[src/rtl/mem_rd_arbiter_pkg.sv]
// rtl/mem_rd_arbiter_pkg.sv - shared state encoding, requester ids and defaults for mem_rd_arbiter
package mem_rd_arbiter_pkg;

    typedef enum logic [1:0] {
        ST_IDLE = 2'd0,
        ST_REQ  = 2'd1,
        ST_RSP  = 2'd2
    } state_e;

    localparam logic ID_IC = 1'b0;
    localparam logic ID_DC = 1'b1;

    localparam int DEFAULT_BURST_LEN = 8;

endpackage

[src/rtl/mem_rd_rr_pick.sv]
// rtl/mem_rd_rr_pick.sv - combinational 2-way round-robin winner selection
//   ic_valid, dc_valid : requester valids
//   last_served        : id of the requester that completed the previous burst
//   win_id             : chosen requester id (ID_IC when nobody is valid)
module mem_rd_rr_pick
    import mem_rd_arbiter_pkg::*;
(
    input  logic ic_valid,
    input  logic dc_valid,
    input  logic last_served,
    output logic win_id
);

    always_comb begin
        win_id = ID_IC;
        if (ic_valid && dc_valid) begin
            // on a tie the requester that was not served last gets the bus
            win_id = ~last_served;
        end else if (dc_valid) begin
            win_id = ID_DC;
        end
    end

endmodule

[src/rtl/mem_rd_arbiter.sv]
// rtl/mem_rd_arbiter.sv - arbitrates I-cache and D-cache line-refill reads onto one memory read port
//   clk, rst                 : clock, asynchronous active-high reset
//   ic_rd_req_* / ic_rd_rsp_*: I-cache request and response channels
//   dc_rd_req_* / dc_rd_rsp_*: D-cache request and response channels
//   to/from_mem_rd_req_*     : memory request channel
//   from/to_mem_rd_rsp_*     : memory response channel
//   busy, grant_id, proto_err: status (burst in flight, owner, sticky burst-length error)
module mem_rd_arbiter
    import mem_rd_arbiter_pkg::*;
#(
    parameter int ADDR_WIDTH = 32,
    parameter int DATA_WIDTH = 32,
    parameter int BURST_LEN  = DEFAULT_BURST_LEN
) (
    input  logic                  clk,
    input  logic                  rst,

    input  logic                  ic_rd_req_valid,
    input  logic [ADDR_WIDTH-1:0] ic_rd_req_addr,
    output logic                  ic_rd_req_ready,
    output logic                  ic_rd_rsp_valid,
    output logic [DATA_WIDTH-1:0] ic_rd_rsp_data,
    output logic                  ic_rd_rsp_last,
    input  logic                  ic_rd_rsp_ready,

    input  logic                  dc_rd_req_valid,
    input  logic [ADDR_WIDTH-1:0] dc_rd_req_addr,
    output logic                  dc_rd_req_ready,
    output logic                  dc_rd_rsp_valid,
    output logic [DATA_WIDTH-1:0] dc_rd_rsp_data,
    output logic                  dc_rd_rsp_last,
    input  logic                  dc_rd_rsp_ready,

    output logic                  to_mem_rd_req_valid,
    output logic [ADDR_WIDTH-1:0] to_mem_rd_req_addr,
    input  logic                  from_mem_rd_req_ready,
    input  logic                  from_mem_rd_rsp_valid,
    input  logic [DATA_WIDTH-1:0] from_mem_rd_rsp_data,
    input  logic                  from_mem_rd_rsp_last,
    output logic                  to_mem_rd_rsp_ready,

    output logic                  busy,
    output logic                  grant_id,
    output logic                  proto_err
);

    localparam int                CNT_W    = $clog2(BURST_LEN) + 1;
    localparam logic [CNT_W-1:0]  CNT_LAST = CNT_W'(BURST_LEN - 1);

    state_e                  state_q, state_d;
    logic                    grant_q, grant_d;
    logic                    last_served_q, last_served_d;
    logic [ADDR_WIDTH-1:0]   addr_q, addr_d;
    logic [CNT_W-1:0]        cnt_q, cnt_d;
    logic                    err_q, err_d;

    logic win_id;
    logic in_req;
    logic in_rsp;
    logic gnt_rsp_ready;
    logic beat_hs;

    mem_rd_rr_pick u_rr_pick (
        .ic_valid    (ic_rd_req_valid),
        .dc_valid    (dc_rd_req_valid),
        .last_served (last_served_q),
        .win_id      (win_id)
    );

    assign in_req        = (state_q == ST_REQ);
    assign in_rsp        = (state_q == ST_RSP);
    assign gnt_rsp_ready = (grant_q == ID_DC) ? dc_rd_rsp_ready : ic_rd_rsp_ready;
    assign beat_hs       = in_rsp && from_mem_rd_rsp_valid && gnt_rsp_ready;

    always_comb begin
        state_d       = state_q;
        grant_d       = grant_q;
        last_served_d = last_served_q;
        addr_d        = addr_q;
        cnt_d         = cnt_q;
        err_d         = err_q;
        case (state_q)
            ST_IDLE: begin
                if (ic_rd_req_valid || dc_rd_req_valid) begin
                    grant_d = win_id;
                    addr_d  = (win_id == ID_DC) ? dc_rd_req_addr : ic_rd_req_addr;
                    state_d = ST_REQ;
                end
            end
            ST_REQ: begin
                if (from_mem_rd_req_ready) begin
                    state_d = ST_RSP;
                end
            end
            ST_RSP: begin
                if (beat_hs) begin
                    // saturate so an overlong burst cannot wrap back to a legal count
                    if (cnt_q != '1) begin
                        cnt_d = cnt_q + 1'b1;
                    end
                    if (from_mem_rd_rsp_last) begin
                        state_d       = ST_IDLE;
                        cnt_d         = '0;
                        last_served_d = grant_q;
                        if (cnt_q != CNT_LAST) begin
                            err_d = 1'b1;
                        end
                    end else if (cnt_q == CNT_LAST) begin
                        // this beat makes the count reach BURST_LEN with no last
                        err_d = 1'b1;
                    end
                end
            end
            default: begin
                state_d = ST_IDLE;
            end
        endcase
    end

    always_ff @(posedge clk or posedge rst) begin
        if (rst) begin
            state_q       <= ST_IDLE;
            grant_q       <= ID_IC;
            last_served_q <= ID_DC;
            addr_q        <= '0;
            cnt_q         <= '0;
            err_q         <= 1'b0;
        end else begin
            state_q       <= state_d;
            grant_q       <= grant_d;
            last_served_q <= last_served_d;
            addr_q        <= addr_d;
            cnt_q         <= cnt_d;
            err_q         <= err_d;
        end
    end

    assign to_mem_rd_req_valid = in_req;
    assign to_mem_rd_req_addr  = in_req ? addr_q : '0;
    assign to_mem_rd_rsp_ready = in_rsp && gnt_rsp_ready;

    assign ic_rd_req_ready = in_req && (grant_q == ID_IC) && from_mem_rd_req_ready;
    assign dc_rd_req_ready = in_req && (grant_q == ID_DC) && from_mem_rd_req_ready;

    assign ic_rd_rsp_valid = in_rsp && (grant_q == ID_IC) && from_mem_rd_rsp_valid;
    assign dc_rd_rsp_valid = in_rsp && (grant_q == ID_DC) && from_mem_rd_rsp_valid;
    assign ic_rd_rsp_last  = in_rsp && (grant_q == ID_IC) && from_mem_rd_rsp_last;
    assign dc_rd_rsp_last  = in_rsp && (grant_q == ID_DC) && from_mem_rd_rsp_last;

    // data is broadcast; only the pass-through needs gating to stay quiet during reset
    assign ic_rd_rsp_data = rst ? '0 : from_mem_rd_rsp_data;
    assign dc_rd_rsp_data = rst ? '0 : from_mem_rd_rsp_data;

    assign busy      = in_req || in_rsp;
    assign grant_id  = grant_q;
    assign proto_err = err_q;

endmodule

[config.mk]
export PLATFORM = sky130hd
export DESIGN_NAME = mem_rd_arbiter
export DESIGN_NICKNAME = d
export VERILOG_FILES = /design/src/rtl/mem_rd_arbiter_pkg.sv /design/src/rtl/mem_rd_rr_pick.sv /design/src/rtl/mem_rd_arbiter.sv
export SDC_FILE = /design/constraint.sdc
export NUM_CORES = 1
export LEC_CHECK = 0
export BUFFER_PORTS_ARGS = -buffer_cell sky130_fd_sc_hd__buf_2
export CORE_MARGIN = 2
export CORE_UTILIZATION = 40
export DETAILED_ROUTE_END_ITERATION = 10
export PLACE_DENSITY = 0.81
export REMOVE_ABC_BUFFERS = 1
export SLEW_MARGIN = 0
export SYNTH_ARGS = -nofsm -noshare
export SYNTH_HDL_FRONTEND = slang
export SYNTH_HIERARCHICAL = 1
export SYNTH_SLANG_ARGS = --single-unit
[constraint.sdc]
create_clock -name clk -period 2.3 [get_ports clk]
set_input_delay 0 -clock clk [delete_from_list [all_inputs] [get_ports clk]]
set_output_delay 0 -clock clk [all_outputs]
set_load 0.01 [all_outputs]
==> flow_metrics.tcl <==
set metrics [dict create \
    rows 30 \
    cts_num_sinks 41 \
    fin_nets 592 \
    numPortBuffers 211 \
    power.density_nw_per_um2 921.3 \
    avgViaCountPerCell 4.671 \
    drtAntennaViolNets 0 \
    most-common-layout-cells "buf_2 (211), dfrtp_1 (40), nand2_1 (38), mux2i_1 (34), o21ai_0 (34)" \
    worstPathRequired_ps 2440 \
    synthesis.area_um2 2720 \
    synthesis.yosys.warnings 6 \
    post-route-min-period_ps 2146 \
    latest_clock_arrival_within_the_worst_skew_pair_ps 280 \
    layout.core_utilization_pct 56.61 \
    pin_count_of_the_biggest_net_entering_global_routing 42 \
    synth_xor_xnor_area_share_pct 0.3220 \
    outcome "finished clean" \
    final-hold-violation-count 0 \
    setup-violations-final 0 \
    timing_max_transition_violations_final 0 \
    final.setup_skew_ps 6.428 \
    detail_route.wirelength_um 7772 \
    post_cts.resized_instances 0 \
    cp.arrival_ps 2290 \
    p_total_mw 3.485 \
    synth-seq-area-share_pct 37.76 \
    deepest_level_of_the_cts_h_tree 2 \
    grt_pass1_vias 2564 \
    final.fill_count 624 \
    drt-wirelength-per-cell_um 13.83 \
    multi_input_comb_area_um2 1373 \
    global_route.overflow_total 0 \
    die-area_um2 7476 \
    vias 2625 \
    synth_top_area_cell "dfrtp_1" \
    power_leakage_nw 2.184 \
    relative_slew_slack_pct 52.26 \
    synth_top_area_share_pct 36.80 \
    fmaxAchievable_mhz 466.1 \
    timing.critical_path.fanout_max 14 \
    synth.ff_latch_count 41 \
    synth_top_cells_by_area "dfrtp_1 (37%), mux2i_1 (13%), buf_4 (8.8%)" \
    category_of_the_most_critical_setup_path "reg -> reg" \
    hpwlAfterDp_um 6157 \
    endpoint_kind "flip-flop" \
    synthesized_area_fraction_occupied_by_and_or_nand_nor_cells_pct 23.41 \
    synthToLayoutAreaGrowth_pct 39.05 \
    num_antenna_cells 0 \
    io-pin-count 212 \
    clock_tree.root_cell "clkbuf_8" \
    max_cap_viol_count 0 \
    mostFrequentLayoutCell "buf_2" \
    tightest_slew_ps 713.3 \
    share_of_the_synthesized_area_in_compound_gates_ao_oa_aoi_oai_pct 9.016 \
    synth_cell_type_count 32 \
    route.detailed.drc 0 \
    min_period_over_period_pct 93.29 \
    groute.usage.overall_pct 20.29 \
    dr.pass1.iters 5 \
    worst_setup_hold_path_clk_slew_ps 80 \
    post_synth_mux_area_share_pct 14.72 \
    cts_tree "built" \
    ctsLongestPathBuffers 2 \
    drt_first_iter_violations 68 \
    irDropWorstVdd_v 0.0005034 \
    grt_first_pass_wirelength_um 12080 \
    netlist_instances 303 \
    largest_family_of_logic_cells_by_synthesized_area "simple AND/OR/NAND/NOR gates" \
    chipWidth_um 86.47 \
    hold_class "in -> reg" \
    fp.coreArea_um2 6681 \
    cts_made_buffers 5 \
    cp-start-kind "flip-flop" \
    syn-mean-instance-area_um2 8.977 \
    initial_core_utilization_pct 40.71 \
    yosys.area_share.adder_pct 2.300 \
    final_weighted_congestion_in_routability_driven_placement 0.8597 \
    initial_antenna_violation_count 0 \
    holdWs_ps 7.374 \
    ff_latch_area_um2 1027 \
    floorplan.die.height_um 86.47 \
    unrepaired_setup_endpoints_after_global_routing "false" \
    ratio_of_cells_with_drive_above_1_in_the_final_layout_pct 49.17 \
]
-- power by group --
| group | internal [mW] | total, mW | switching (mW) |
|---|---|---|---|
| clock network | 0.315 | 0.550 | 0.234 |
| registers | 1.07 | 1.27 | 0.206 |
| logic | 0.742 | 1.66 | 0.921 |
-- kinds of logic (layout without fill, tap and decap cells) --
family	after synthesis	in the layout
DFF	41	41
muxes	39	39
buffers and inverters	55	234
adders and majority gates	5	5
xor gates and xnor gates	1	1
AOI/OAI and AO/OA	44	44
and+or+nand+nor	118	118
-- flip-flops by register name, summed over array words and instances (netlist names) --
| signal | count |
|---|---|
| addr_q | 32 |
| last_served_q | 1 |
| state_q | 2 |
| grant_id | 1 |
| proto_err | 1 |
| cnt_q | 4 |
-- metrics by stage --
step,instances,area [µm²],setup slack [ps],TNS (ps)
2_1_floorplan,252,2396,-1245,-40710
3_3_place_gp,548,3608,591.8,0
3_5_place_dp,548,3608,428.8,0
4_1_cts,562,3782,180.9,0
5_1_grt,562,3782,43.61,0
6_report,562,3782,154.3,0
-- layout make-up --
class                      instances  share of cell area [%]
timing repair buffer             223                   30.76
inverter                           4                  0.3970
clock inverter                     2                  0.9262
sequential                        41                   27.16
multi-input combinational        207                   36.29
tap                               80                   2.646
clock buffer                       5                   1.819
-- layer usage --
layer | track usage [%] | wire length [µm] | up-vias
met1 | 27.98 | 3523 | 1198
met4 | 5.114 | 74 | 0
met2 | 33.22 | 3661 | 100
met5 | 0 | 0 | -
li1 | - | - | 1319
met3 | 3.524 | 513 | 8
-- synth_stat cells --
master	number
buf_4	32
a222oi_1	1
a22oi_1	1
nor2b_1	33
buf_6	1
nand2_1	38
clkbuf_1	14
and3_2	3
and2_1	32
nand4_2	1
clkbuf_2	1
xnor2_1	1
o21bai_1	1
or2_2	1
mux2_2	4
and2_2	1
nor2_1	6
a41o_1	1
and3_1	1
mux2i_1	34
mux2_4	1
dfstp_2	1
nor3_1	1
buf_2	3
inv_1	4
a21boi_2	1
a41oi_1	1
ha_1	5
o21ai_0	35
a21oi_1	3
nand3_1	1
dfrtp_1	40
-- critical path, stage by stage, from the launching register on --
cell,delay [ps]
dfstp_2,390
a21boi_4,410
buf_4,360
mux2i_1,220
dlygate4sd3_1,560
o21ai_0,70
-- path summary, 6_finish.rpt --
kind                                           start                      to  slack [ps]  depth (start not counted)
setup reg to reg           last_served_q$_DFFE_PP1P_  addr_q[18]$_DFFE_PP0P_         150                          5
max in group asynchronous                        rst  addr_q[29]$_DFFE_PP0P_        1860                          3
hold / removal                    ic_rd_req_addr[26]  addr_q[26]$_DFFE_PP0P_           7                          3
hold reg to reg               addr_q[18]$_DFFE_PP0P_  addr_q[18]$_DFFE_PP0P_         470                          2
min in group asynchronous                        rst    cnt_q[0]$_DFFE_PP0P_          70                          3
setup / recovery           last_served_q$_DFFE_PP1P_  addr_q[18]$_DFFE_PP0P_         150                          5
-- repair_timing --
| item | in CTS | in global routing |
|---|---|---|
| hold buffers | 7 | 0 |
| hold endpoints to repair | 4 | 0 |
| setup buffers | 0 | 0 |
(Power assumes the default switching activity.)
